--- src/rtl/ram_loader_pkg.sv ---
// ram_loader_pkg: shared definitions for the RAM loader.
//   - FSM state encoding and its width
//   - default data width / depth used by the interface and top
package ram_loader_pkg;

   localparam int unsigned STATE_W   = 3;
   localparam int unsigned DEF_WIDTH = 8;
   localparam int unsigned DEF_DEPTH = 16;

   typedef enum logic [STATE_W-1:0] {
      ST_IDLE   = 3'd0,
      ST_LOAD   = 3'd1,
      ST_VERIFY = 3'd2,
      ST_DONE   = 3'd3,
      ST_ERROR  = 3'd4
   } state_t;

endpackage

--- src/rtl/ram_loader_if.sv ---
// ram_loader_if: stream-in handshake, RAM port and status of the loader.
//   master : loader side (drives in_ready, mem_*, busy, done, error)
//   slave  : host/RAM side (drives start, in_valid, in_data, mem_rdata)
interface ram_loader_if
   import ram_loader_pkg::*;
#(
   parameter int unsigned WIDTH     = DEF_WIDTH,
   parameter int unsigned DEPTH     = DEF_DEPTH,
   parameter int unsigned DEPTH_LOG = $clog2(DEPTH)
);
   logic                 start;
   logic                 in_valid;
   logic [WIDTH-1:0]     in_data;
   logic                 in_ready;
   logic                 mem_write;
   logic [DEPTH_LOG-1:0] mem_address;
   logic [WIDTH-1:0]     mem_wdata;
   logic [WIDTH-1:0]     mem_rdata;
   logic                 busy;
   logic                 done;
   logic                 error;

   modport master (
      input  start, in_valid, in_data, mem_rdata,
      output in_ready, mem_write, mem_address, mem_wdata, busy, done, error
   );

   modport slave (
      output start, in_valid, in_data, mem_rdata,
      input  in_ready, mem_write, mem_address, mem_wdata, busy, done, error
   );

endinterface

--- src/rtl/ram_loader_byte_checksum.sv ---
// byte_checksum: modular (mod 2^WIDTH) accumulator with synchronous clear
// and enable. Only needed by the readback check, so it exists only when
// RAM_LOADER_VERIFY_EN is defined.
//   clk, reset : clock, async active-high reset
//   clr        : zero the sum (wins over en)
//   en         : add din into the sum
//   din        : value to accumulate
//   sum        : current sum
`ifdef RAM_LOADER_VERIFY_EN
module byte_checksum #(
   parameter int unsigned WIDTH = 8
) (
   input  logic             clk,
   input  logic             reset,
   input  logic             clr,
   input  logic             en,
   input  logic [WIDTH-1:0] din,
   output logic [WIDTH-1:0] sum
);
   logic [WIDTH-1:0] sum_d;
   logic [WIDTH-1:0] sum_q;

   always_comb begin
      sum_d = sum_q;
      if (clr)
         sum_d = '0;
      else if (en)
         sum_d = sum_q + din;
   end

   always_ff @(posedge clk or posedge reset) begin
      if (reset)
         sum_q <= '0;
      else
         sum_q <= sum_d;
   end

   assign sum = sum_q;

endmodule
`endif

--- src/rtl/ram_loader.sv ---
// ram_loader: fills a RAM from a valid/ready byte stream, then (optionally)
// reads it back and compares checksums.
//   clk, reset : clock, async active-high reset
//   bus        : ram_loader_if.master (stream in, RAM port, busy/done/error)
// Optional feature: RAM_LOADER_VERIFY_EN adds the VERIFY readback state and
// checksum compare; without it LOAD goes straight to DONE and error is 0.
module ram_loader
   import ram_loader_pkg::*;
#(
   parameter int unsigned WIDTH     = DEF_WIDTH,
   parameter int unsigned DEPTH     = DEF_DEPTH,
   parameter int unsigned DEPTH_LOG = $clog2(DEPTH)
) (
   input  logic          clk,
   input  logic          reset,
   ram_loader_if.master  bus
);
   state_t               state_q, state_d;
   logic [DEPTH_LOG-1:0] addr_q, addr_d;
   logic                 addr_last;

   assign addr_last = (addr_q == DEPTH_LOG'(DEPTH - 1));

`ifdef RAM_LOADER_VERIFY_EN
   logic             sum_clr;
   logic             load_en;
   logic             verify_en;
   logic [WIDTH-1:0] load_sum;
   logic [WIDTH-1:0] verify_sum;
   logic [WIDTH-1:0] verify_total_c;

   byte_checksum #(.WIDTH(WIDTH)) u_load_sum (
      .clk   (clk),
      .reset (reset),
      .clr   (sum_clr),
      .en    (load_en),
      .din   (bus.in_data),
      .sum   (load_sum)
   );

   byte_checksum #(.WIDTH(WIDTH)) u_verify_sum (
      .clk   (clk),
      .reset (reset),
      .clr   (sum_clr),
      .en    (verify_en),
      .din   (bus.mem_rdata),
      .sum   (verify_sum)
   );

   // Final readback sum must include the word at the last address.
   assign verify_total_c = verify_sum + bus.mem_rdata;
`endif

   // State and address registers
   always_ff @(posedge clk or posedge reset) begin
      if (reset) begin
         state_q <= ST_IDLE;
         addr_q  <= '0;
      end else begin
         state_q <= state_d;
         addr_q  <= addr_d;
      end
   end

   // Next state, next address, checksum controls
   always_comb begin
      state_d = state_q;
      addr_d  = addr_q;
`ifdef RAM_LOADER_VERIFY_EN
      sum_clr   = 1'b0;
      load_en   = 1'b0;
      verify_en = 1'b0;
`endif
      unique case (state_q)
         ST_IDLE, ST_DONE, ST_ERROR: begin
            if (bus.start) begin
               state_d = ST_LOAD;
               addr_d  = '0;
`ifdef RAM_LOADER_VERIFY_EN
               sum_clr = 1'b1;
`endif
            end
         end
         ST_LOAD: begin
            // in_ready is 1 here, so in_valid alone is the handshake
            if (bus.in_valid) begin
`ifdef RAM_LOADER_VERIFY_EN
               load_en = 1'b1;
`endif
               if (addr_last) begin
                  addr_d = '0;
`ifdef RAM_LOADER_VERIFY_EN
                  state_d = ST_VERIFY;
`else
                  state_d = ST_DONE;
`endif
               end else begin
                  addr_d = addr_q + DEPTH_LOG'(1);
               end
            end
         end
`ifdef RAM_LOADER_VERIFY_EN
         ST_VERIFY: begin
            verify_en = 1'b1;
            if (addr_last) begin
               addr_d  = '0;
               state_d = (verify_total_c == load_sum) ? ST_DONE : ST_ERROR;
            end else begin
               addr_d = addr_q + DEPTH_LOG'(1);
            end
         end
`endif
         default: begin
            state_d = ST_IDLE;
            addr_d  = '0;
         end
      endcase
   end

   // Outputs decoded from state; write path is zero-latency from in_valid
   always_comb begin
      bus.in_ready    = 1'b0;
      bus.mem_write   = 1'b0;
      bus.mem_address = addr_q;
      bus.mem_wdata   = bus.in_data;
      bus.busy        = 1'b0;
      bus.done        = 1'b0;
      bus.error       = 1'b0;
      unique case (state_q)
         ST_LOAD: begin
            bus.in_ready  = 1'b1;
            bus.mem_write = bus.in_valid;
            bus.busy      = 1'b1;
         end
`ifdef RAM_LOADER_VERIFY_EN
         ST_VERIFY: bus.busy  = 1'b1;
         ST_ERROR:  bus.error = 1'b1;
`endif
         ST_DONE:   bus.done  = 1'b1;
         default: ;
      endcase
   end

endmodule

--- src/flat_wrapper.sv ---
// flat-port wrapper written by rule: the top's interface ports become plain ports
module ram_loader_flat import ram_loader_pkg::*;
#(
   parameter int unsigned WIDTH     = DEF_WIDTH,
   parameter int unsigned DEPTH     = DEF_DEPTH,
   parameter int unsigned DEPTH_LOG = $clog2(DEPTH)
)
  (clk, reset, bus_start, bus_in_valid, bus_in_data, bus_mem_rdata, bus_in_ready, bus_mem_write, bus_mem_address, bus_mem_wdata, bus_busy, bus_done, bus_error);
  ram_loader_if #(.WIDTH(WIDTH), .DEPTH(DEPTH), .DEPTH_LOG(DEPTH_LOG)) bus_i ();
  input  logic clk;
  input  logic reset;
  input wire logic [$bits(bus_i.start)-1:0] bus_start;
  input wire logic [$bits(bus_i.in_valid)-1:0] bus_in_valid;
  input wire logic [$bits(bus_i.in_data)-1:0] bus_in_data;
  input wire logic [$bits(bus_i.mem_rdata)-1:0] bus_mem_rdata;
  output wire logic [$bits(bus_i.in_ready)-1:0] bus_in_ready;
  output wire logic [$bits(bus_i.mem_write)-1:0] bus_mem_write;
  output wire logic [$bits(bus_i.mem_address)-1:0] bus_mem_address;
  output wire logic [$bits(bus_i.mem_wdata)-1:0] bus_mem_wdata;
  output wire logic [$bits(bus_i.busy)-1:0] bus_busy;
  output wire logic [$bits(bus_i.done)-1:0] bus_done;
  output wire logic [$bits(bus_i.error)-1:0] bus_error;
  assign bus_i.start = bus_start;
  assign bus_i.in_valid = bus_in_valid;
  assign bus_i.in_data = bus_in_data;
  assign bus_i.mem_rdata = bus_mem_rdata;
  assign bus_in_ready = bus_i.in_ready;
  assign bus_mem_write = bus_i.mem_write;
  assign bus_mem_address = bus_i.mem_address;
  assign bus_mem_wdata = bus_i.mem_wdata;
  assign bus_busy = bus_i.busy;
  assign bus_done = bus_i.done;
  assign bus_error = bus_i.error;
  ram_loader #(.WIDTH(WIDTH), .DEPTH(DEPTH), .DEPTH_LOG(DEPTH_LOG)) u_core (.clk(clk), .reset(reset), .bus(bus_i));
endmodule
--- config.mk ---
export PLATFORM = sky130hd
export DESIGN_NAME = ram_loader_flat
export DESIGN_NICKNAME = d
export VERILOG_FILES = /design/src/rtl/ram_loader_pkg.sv /design/src/rtl/ram_loader_if.sv /design/src/rtl/ram_loader_byte_checksum.sv /design/src/rtl/ram_loader.sv /design/src/flat_wrapper.sv
export SDC_FILE = /design/constraint.sdc
export NUM_CORES = 1
export LEC_CHECK = 0
export CORE_MARGIN = 2
export CORE_UTILIZATION = 33
export DETAILED_ROUTE_END_ITERATION = 7
export HOLD_SLACK_MARGIN = 0.03
export PLACE_DENSITY = 0.83
export SYNTH_ARGS = -nofsm -noshare
export SYNTH_HDL_FRONTEND = slang
export SYNTH_SLANG_ARGS = --single-unit
--- constraint.sdc ---
create_clock -name clk -period 2.4 [get_ports clk]
set_input_delay 0.48 -clock clk [delete_from_list [all_inputs] [get_ports clk]]
set_output_delay 0.48 -clock clk [all_outputs]
set_load 0.01 [all_outputs]
==> results of run 1 <==
[flip-flops by register name (all words and copies together) (netlist names)]
signal / count
u_core.state_q: 2
u_core.bus.mem_address: 4
[path summary, 6_finish.rpt]
| check | startpoint | end | slack, ns | cells after the start |
|---|---|---|---|---|
| worst max-delay path | u_core.state_q[1]$_DFFE_PP0P_ | bus_mem_write | 0.12 | 4 |
| worst min-delay path | reset | u_core.bus.mem_address[0]$_DFFE_PP0P_ | 0.45 | 2 |
| worst max register to register | u_core.state_q[0]$_DFFE_PP0P_ | u_core.bus.mem_address[1]$_DFFE_PP0P_ | 0.91 | 5 |
| worst min register to register | u_core.bus.mem_address[0]$_DFFE_PP0P_ | u_core.bus.mem_address[0]$_DFFE_PP0P_ | 0.54 | 1 |
| max in group asynchronous | reset | u_core.state_q[0]$_DFFE_PP0P_ | 1.75 | 2 |
| min in group clk | u_core.bus.mem_address[0]$_DFFE_PP0P_ | u_core.bus.mem_address[0]$_DFFE_PP0P_ | 0.54 | 1 |
[power groups by stage]
stage / clock network (uW) / registers, uW / logic [uW]
after CTS: 98.7 / 175 / 276
final: 93.7 / 174 / 272
after global routing: 106 / 180 / 301
after global placement: 0 / 173 / 266
after detailed placement: 0 / 177 / 272
after floorplan: 0 / 183 / 162
[through the flow]
stage	cell area (sq um)	hold WS (ns)	setup slack, ns	cells
after global placement	495	0.511	0.142	61
after global routing	518	0.486	0.0241	64
after CTS	518	0.448	0.0985	64
after detailed placement	495	0.539	0.157	61
after floorplan	442	0.271	0.932	45
final	518	0.449	0.119	64
[logic make-up after synthesis]
kind of cell    Yosys count  share of synthesized area [%]
compound gates            8                           14.2
xor+xnor                  1                           1.98
fa+ha+maj                 4                           11.3
buf+inv                  13                           19.5
flops                     6                           34.0
mux                       1                           2.27
other cells               1                          0.849
simple gates             11                           15.9
[metal layers]
metal	share of wire, %	up-vias	wire (microns)	track usage [%]
met2	46	14	345	19.0
met5	0	-	0	0
met4	0	0	0	2.50
met3	12	0	88	8.33
li1	-	152	-	-
met1	42	146	318	13.5
[cell usage after synthesis, drive strengths merged, types with 2 or more instances]
cell   number
inv         3
o21ai       2
buf        10
nand2       2
nor2b       3
dfrtp       6
nand3       3
o31ai       2
ha          4
[cell usage in the layout (no fill, tap or decap), drive strengths merged, types with 2 or more instances in the layout]
master,instances
o21ai,2
inv,3
clkbuf,3
clkdlybuf4s50,11
nand3,3
ha,4
nor2b,3
dfrtp,6
nand2,2
o31ai,2
[area by class of cell]
| cell class | count | area, sq um |
|---|---|---|
| fillers | 133 | 751 |
| multi-input cells | 26 | 205 |
| repair buffers | 11 | 110 |
| clock buffers | 3 | 22.5 |
| flip-flops and latches | 6 | 150 |
| well taps | 15 | 18.8 |
| inverters | 3 | 11.3 |
==> implementation parameters, run 1 <==
Parameter                              Value

Setup path
  Delay-heaviest family, CP ... buffers and inverters
  Max incr delay on CP ... approximately 0.56 ns
  Buf+Inv Stages, Crit Path ... 2
  Crit. End Element ... output pin
  WP data required ... between 1.5 and 2 ns
  Sequence of cells on the critical path ... inv_1, ha_1, and2_1, clkdlybuf4s50_1
  Slowest cell on the critical path ... clkdlybuf4s50_1
  Kind of critical path ... reg2out
  Arr. time, crit path ... 1.80 ns
  Critical path peak fanout ... 7
  CP Launch Type ... register

Global routing
  Total routing resource utilization after global routing ... 12.1%
  Global-route wire length before repair ... approximately 1200 microns
  Antenna violations before repair ... 0
  Remaining global-route overflow ... 0
  Largest net degree at the start of global routing ... 8
  Number of global-route vias before repair ... 302

Logic synthesis
  Total number of yosys warnings ... 0
  Number of flip-flops and latches in the synthesized netlist ... 6
  Post-synth net total ... 69
  Portion of synthesized cell area occupied by the leading cell type ... between 30% and 40%
  Netlist area before placement ... 442 sq um
  Avg Inst Size Synth ... ~10 sq um
  Share of async-settable or async-resettable flops after synthesis ... 100%
  Count of flip-flops with a built-in enable after synthesis ... 0
  Seq/Total Area, Yosys ... between 30 and 40%
  Largest cells by area after synthesis ... dfrtp_1 (34%), buf_4 (17%), ha_1 (11%), nand3_1 (3.4%), o31ai_1 (3.4%)
  Top FF cell, synth ... dfrtp_1
  Count of unique library cells instantiated by Yosys ... 21
  Number of cells produced by synthesis ... 45
  Cell type contributing the most total cell area after synthesis ... dfrtp_1

STA
  Maximum clock frequency ... approximately 440 MHz
  Period utilization ... 95.0%
  Hold Vio Cnt, Final ... 0
  Sum of negative setup slack ... 0 ns
  Count of endpoints failing setup in the final report ... 0
  Final Skew ... about 0.0065 ns
  Unrepaired setup endpoints after global routing ... no
  Number of slew-limit violations in the final report ... 0
  Shortest clock period the worst path allows after layout ... ~2.3 ns

Power and ir drop
  Net Switching ... roughly 190 uW
  Share of power burned in the clock network ... between 10% and 20%
  Combinational power share ... about half
  Power density over the cells ... ~1000 nW/um^2
  Switching fraction of total power ... ~35%
  Worst VDD drop ... 0.000376 V
  Internal ... between 300 and 400 uW
  Tot Pwr ... between 500 and 600 uW
  Sequential power share ... between 30 and 40%
  Static leakage ... ~0.00023 uW

Die
  Top Ports ... 37
  Die height ... roughly 41 microns
  Die Wd ... between 40 and 50 microns
  Cell Rows ... 13
  Core Box Area ... ~1300 sq um
  Initial standard-cell utilization of the core ... approximately a third
  Die Footprint ... between 1500 and 2000 sq um

CTS
  Clock transition at the registers of the reported paths ... roughly 0.05 ns
  Clock tree from TritonCTS ... yes
  Clk root buf ... clkbuf_4
  Inserted Clock Buffers ... 3
  Number of sinks handled by clock tree synthesis ... 6
  Clock Tree Buf Depth ... 2
  Worst-Skew Late Latency ... roughly 0.25 ns
  Number of hold-repair buffers added at the cts stage ... 0
  # Post-CTS Setup Buffers ... 0
  Number of resized instances in the post-cts repair step ... 0
  Number of levels the H-tree was split into ... 1

Layout
  Antenna Diode Count ... 0
  Fraction of layout cells with a size suffix above 1 ... roughly 12%
  Number of nets in the layout ... 75
  Area grow syn2layout ... 17.3%
  Final Core Density ... about two fifths

Detailed routing
  Initial DRC count ... 6
  DR WL/cell ... 11.8 microns
  Routed wire length ... approximately 750 microns
  Routed via count ... about 310
  Via density per instance ... 4.88
  Number of antenna-violating nets in the routed design ... 0
  Residual DRC count ... 0
  TritonRoute pass-1 iters ... 4

Placement
  Count of input and output buffers ... 11
  Final HPWL from detailed placement ... just under 600 microns
  Weighted congestion at the end of routability-driven global placement ... approximately 0.76

Min path
  Worst hold path type ... in2async

Status
  Status ... finished, final reports clean

Job
  Max-cap violation count ... 0
Note: power is estimated with default switching activity, not from simulation.
==> inputs of run 2 (changes only) <==
Settings changed: CORE_UTILIZATION 33 to 35, CTS_CLUSTER_SIZE set to 24, SYNTH_HIERARCHICAL set to 1.
==> implementation parameters, run 2 <==
Parameter                              Value

Detailed routing
  Initial DRC count ... 5 (was 6)
  DR WL/cell ... 11.6 microns (was 11.8 microns)
  Residual DRC count ... 0 (unchanged)
  Routed via count ... 378 (was 312)
  TritonRoute pass-1 iters ... 4 (unchanged)
  Routed wire length ... 838 microns (was 752 microns)
  Via density per instance ... 5.25 (was 4.88)
  Number of antenna-violating nets in the routed design ... 0 (unchanged)

Status
  Status ... finished, final reports clean (unchanged)

Logic synthesis
  Count of unique library cells instantiated by Yosys ... 26 (was 21)
  Avg Inst Size Synth ... 9.19 sq um (was 9.81 sq um)
  Largest cells by area after synthesis ... dfrtp_1 (30%), buf_4 (16%), ha_1 (9.9%), nor4b_4 (4.7%), o21ai_0 (4.0%) (was dfrtp_1 (34%), buf_4 (17%), ha_1 (11%), nand3_1 (3.4%), o31ai_1 (3.4%))
  Total number of yosys warnings ... 6 (was 0)
  Top FF cell, synth ... dfrtp_1 (unchanged)
  Number of cells produced by synthesis ... 55 (was 45)
  Commonest cells post-synth ... buf_4 (11), dfrtp_1 (6), ha_1 (4), o21ai_0 (4) (was buf_4 (10), dfrtp_1 (6), ha_1 (4))
  Count of flip-flops with a built-in enable after synthesis ... 0 (unchanged)
  Post-synth net total ... 79 (was 69)
  Cell type contributing the most total cell area after synthesis ... dfrtp_1 (unchanged)
  Share of async-settable or async-resettable flops after synthesis ... 100% (unchanged)
  Number of flip-flops and latches in the synthesized netlist ... 6 (unchanged)
  Netlist area before placement ... 505 sq um (was 442 sq um)
  Most frequent cell after synthesis ... buf_4 (unchanged)
  Seq/Total Area, Yosys ... 29.7% (was 34.0%)
  Portion of synthesized cell area occupied by the leading cell type ... 29.7% (was 34.0%)

Setup path
  R2R depth ... 4 (was 5)
  Slowest cell on the critical path ... clkdlybuf4s50_1 (unchanged)
  Critical path peak fanout ... 12 (was 7)
  WP data required ... 1.92 ns (about the same)
  Max incr delay on CP ... 0.53 ns (was 0.56 ns)
  Buf+Inv Stages, Crit Path ... 2 (unchanged)
  CP Launch Type ... register (unchanged)
  Sequence of cells on the critical path ... inv_1, ha_1, and2_1, clkdlybuf4s50_1 (unchanged)
  R2R Path Start ... u_core/bus.mem_address[0]$_DFFE_PP0P_ (was u_core.state_q[0]$_DFFE_PP0P_)
  End of the critical path ... bus_mem_write (unchanged)
  Kind of critical path ... reg2out (unchanged)
  Arr. time, crit path ... 1.80 ns (about the same)
  Reg-to-reg endpoint ... u_core/bus.mem_address[0]$_DFFE_PP0P_ (was u_core.bus.mem_address[1]$_DFFE_PP0P_)
  Worst setup path start ... u_core/state_q[1]$_DFFE_PP0P_ (was u_core.state_q[1]$_DFFE_PP0P_)
  R2R setup slack ... 1.02 ns (was 0.91 ns)
  WP depth ... 4 (unchanged)
  Crit. End Element ... output pin (unchanged)
  Delay-heaviest family, CP ... buffers and inverters (unchanged)

Global routing
  Global-route wire length before repair ... 1370 microns (was 1240 microns)
  Antenna violations before repair ... 0 (unchanged)
  Largest net degree at the start of global routing ... 13 (was 8)
  Total routing resource utilization after global routing ... 10.8% (was 12.1%)
  Remaining global-route overflow ... 0 (unchanged)
  Number of global-route vias before repair ... 309 (was 302)

STA
  Number of slew-limit violations in the final report ... 0 (unchanged)
  Maximum clock frequency ... 438 MHz (about the same)
  Unrepaired setup endpoints after global routing ... no (unchanged)
  Sum of negative setup slack ... 0 ns (unchanged)
  Count of endpoints failing setup in the final report ... 0 (unchanged)
  Shortest clock period the worst path allows after layout ... 2.28 ns (about the same)
  Period utilization ... 95.1% (was 95.0%)
  Final Skew ... 0.00630 ns (was 0.00647 ns)
  Hold Vio Cnt, Final ... 0 (unchanged)

Placement
  Final HPWL from detailed placement ... 643 microns (was 585 microns)
  Weighted congestion at the end of routability-driven global placement ... 0.713 (was 0.757)
  Count of input and output buffers ... 11 (unchanged)
  Total placed cells including tap cells ... 69 (was 61)

Layout
  Fraction of layout cells with a size suffix above 1 ... 10.5% (was 12.2%)
  Number of nets in the layout ... 83 (was 75)
  Final cell count without fillers ... 72 (was 64)
  Leading cell type in the layout, fill and taps excluded ... clkdlybuf4s50_1 (unchanged)
  Final Core Density ... 42.9% (was 40.8%)
  Commonest non-fill, non-tap cells in the layout ... clkdlybuf4s50_1 (11), dfrtp_1 (6), o21ai_0 (4), ha_1 (4) (was clkdlybuf4s50_1 (11), dfrtp_1 (6), ha_1 (4))
  Max reg flops ... 4 (unchanged)
  Antenna Diode Count ... 0 (unchanged)
  Area grow syn2layout ... 11.9% (was 17.3%)

Min path
  Worst hold path type ... in2async (unchanged)

Die
  Core Box Area ... 1320 sq um (was 1270 sq um)
  Die height ... 42.0 microns (was 40.6 microns)
  Top Ports ... 37 (unchanged)
  Die Wd ... 42.0 microns (was 40.6 microns)
  Initial standard-cell utilization of the core ... 38.4% (was 34.8%)
  Die Footprint ... 1760 sq um (was 1650 sq um)
  Cell Rows ... 13 (unchanged)

CTS
  Number of hold-repair buffers added at the cts stage ... 0 (unchanged)
  Number of levels the H-tree was split into ... 1 (unchanged)
  Clock tree from TritonCTS ... yes (unchanged)
  Inserted Clock Buffers ... 3 (unchanged)
  Clock transition at the registers of the reported paths ... 0.05 ns (about the same)
  # Post-CTS Setup Buffers ... 0 (unchanged)
  Number of resized instances in the post-cts repair step ... 0 (unchanged)
  Clock Tree Buf Depth ... 2 (unchanged)
  Number of sinks handled by clock tree synthesis ... 6 (unchanged)
  Worst-Skew Late Latency ... 0.24 ns (was 0.25 ns)
  Clk root buf ... clkbuf_4 (unchanged)

Power and ir drop
  Static leakage ... 0.000254 uW (was 0.000232 uW)
  Worst VDD drop ... 0.000361 V (was 0.000376 V)
  Power density over the cells ... 944 nW/um^2 (was 1040 nW/um^2)

Job
  Max-cap violation count ... 0 (unchanged)
run 2: layer usage:
metal	GRT usage (%)	routed length, microns
met5	0	0
met4	14.8	22
met3	2.16	74
met2	13.4	388
met1	13.0	352
run 2: worst reg2reg max path, cell delays in order (launching register included):
cell and delay (ns):
dfrtp_1 0.45, ha_1 0.28, and3_1 0.24, nor4b_4 0.21
a21bo_1 0.14
run 2: worst min path at each step:
stage	slack, ns	startpoint	to
after floorplan	0.27	reset	u_core/bus.mem_address[0]$_DFFE_PP0P_
after global placement	0.56	u_core/state_q[1]$_DFFE_PP0P_	u_core/state_q[1]$_DFFE_PP0P_
after detailed placement	0.57	u_core/state_q[1]$_DFFE_PP0P_	u_core/state_q[1]$_DFFE_PP0P_
after CTS	0.46	reset	u_core/bus.mem_address[2]$_DFFE_PP0P_
after global routing	0.49	reset	u_core/state_q[1]$_DFFE_PP0P_
final	0.45	reset	u_core/bus.mem_address[2]$_DFFE_PP0P_
run 2: layout make-up:
class | count | area [sq um]
sequential | 6 | 150
clock buffer | 3 | 22.5
tap | 15 | 18.8
timing repair buffer | 12 | 118
inverter | 3 | 11.3
fill | 129 | 752
multi-input combinational | 33 | 245
run 2: logic make-up after synthesis:
| logic type | Yosys count | share of synthesized area (%) |
|---|---|---|
| fa+ha+maj | 4 | 9.90 |
| other cells | 1 | 0.742 |
| flops | 6 | 29.7 |
| simple gates | 16 | 23.3 |
| mux | 1 | 1.98 |
| compound gates | 11 | 12.6 |
| buf+inv | 16 | 21.8 |
run 2: stage by stage:
stage                     cell area, sq um  worst slack (ns)  power [uW]  hold WS [ns]
after detailed placement               543             0.322         449         0.568
after floorplan                        505             0.896         353         0.271
after CTS                              566            0.0869         546         0.456
final                                  566             0.118         534         0.451
after global placement                 543             0.321         439         0.558
after global routing                   566           0.00924         577         0.487
run 2: report_power, final:
group	total (uW)	internal, uW	leakage, uW	switching [uW]
Clock	91.5	56.5	0.0000138	35.0
Combinational	257	149	0.000167	108
Sequential	185	135	0.0000727	49.6
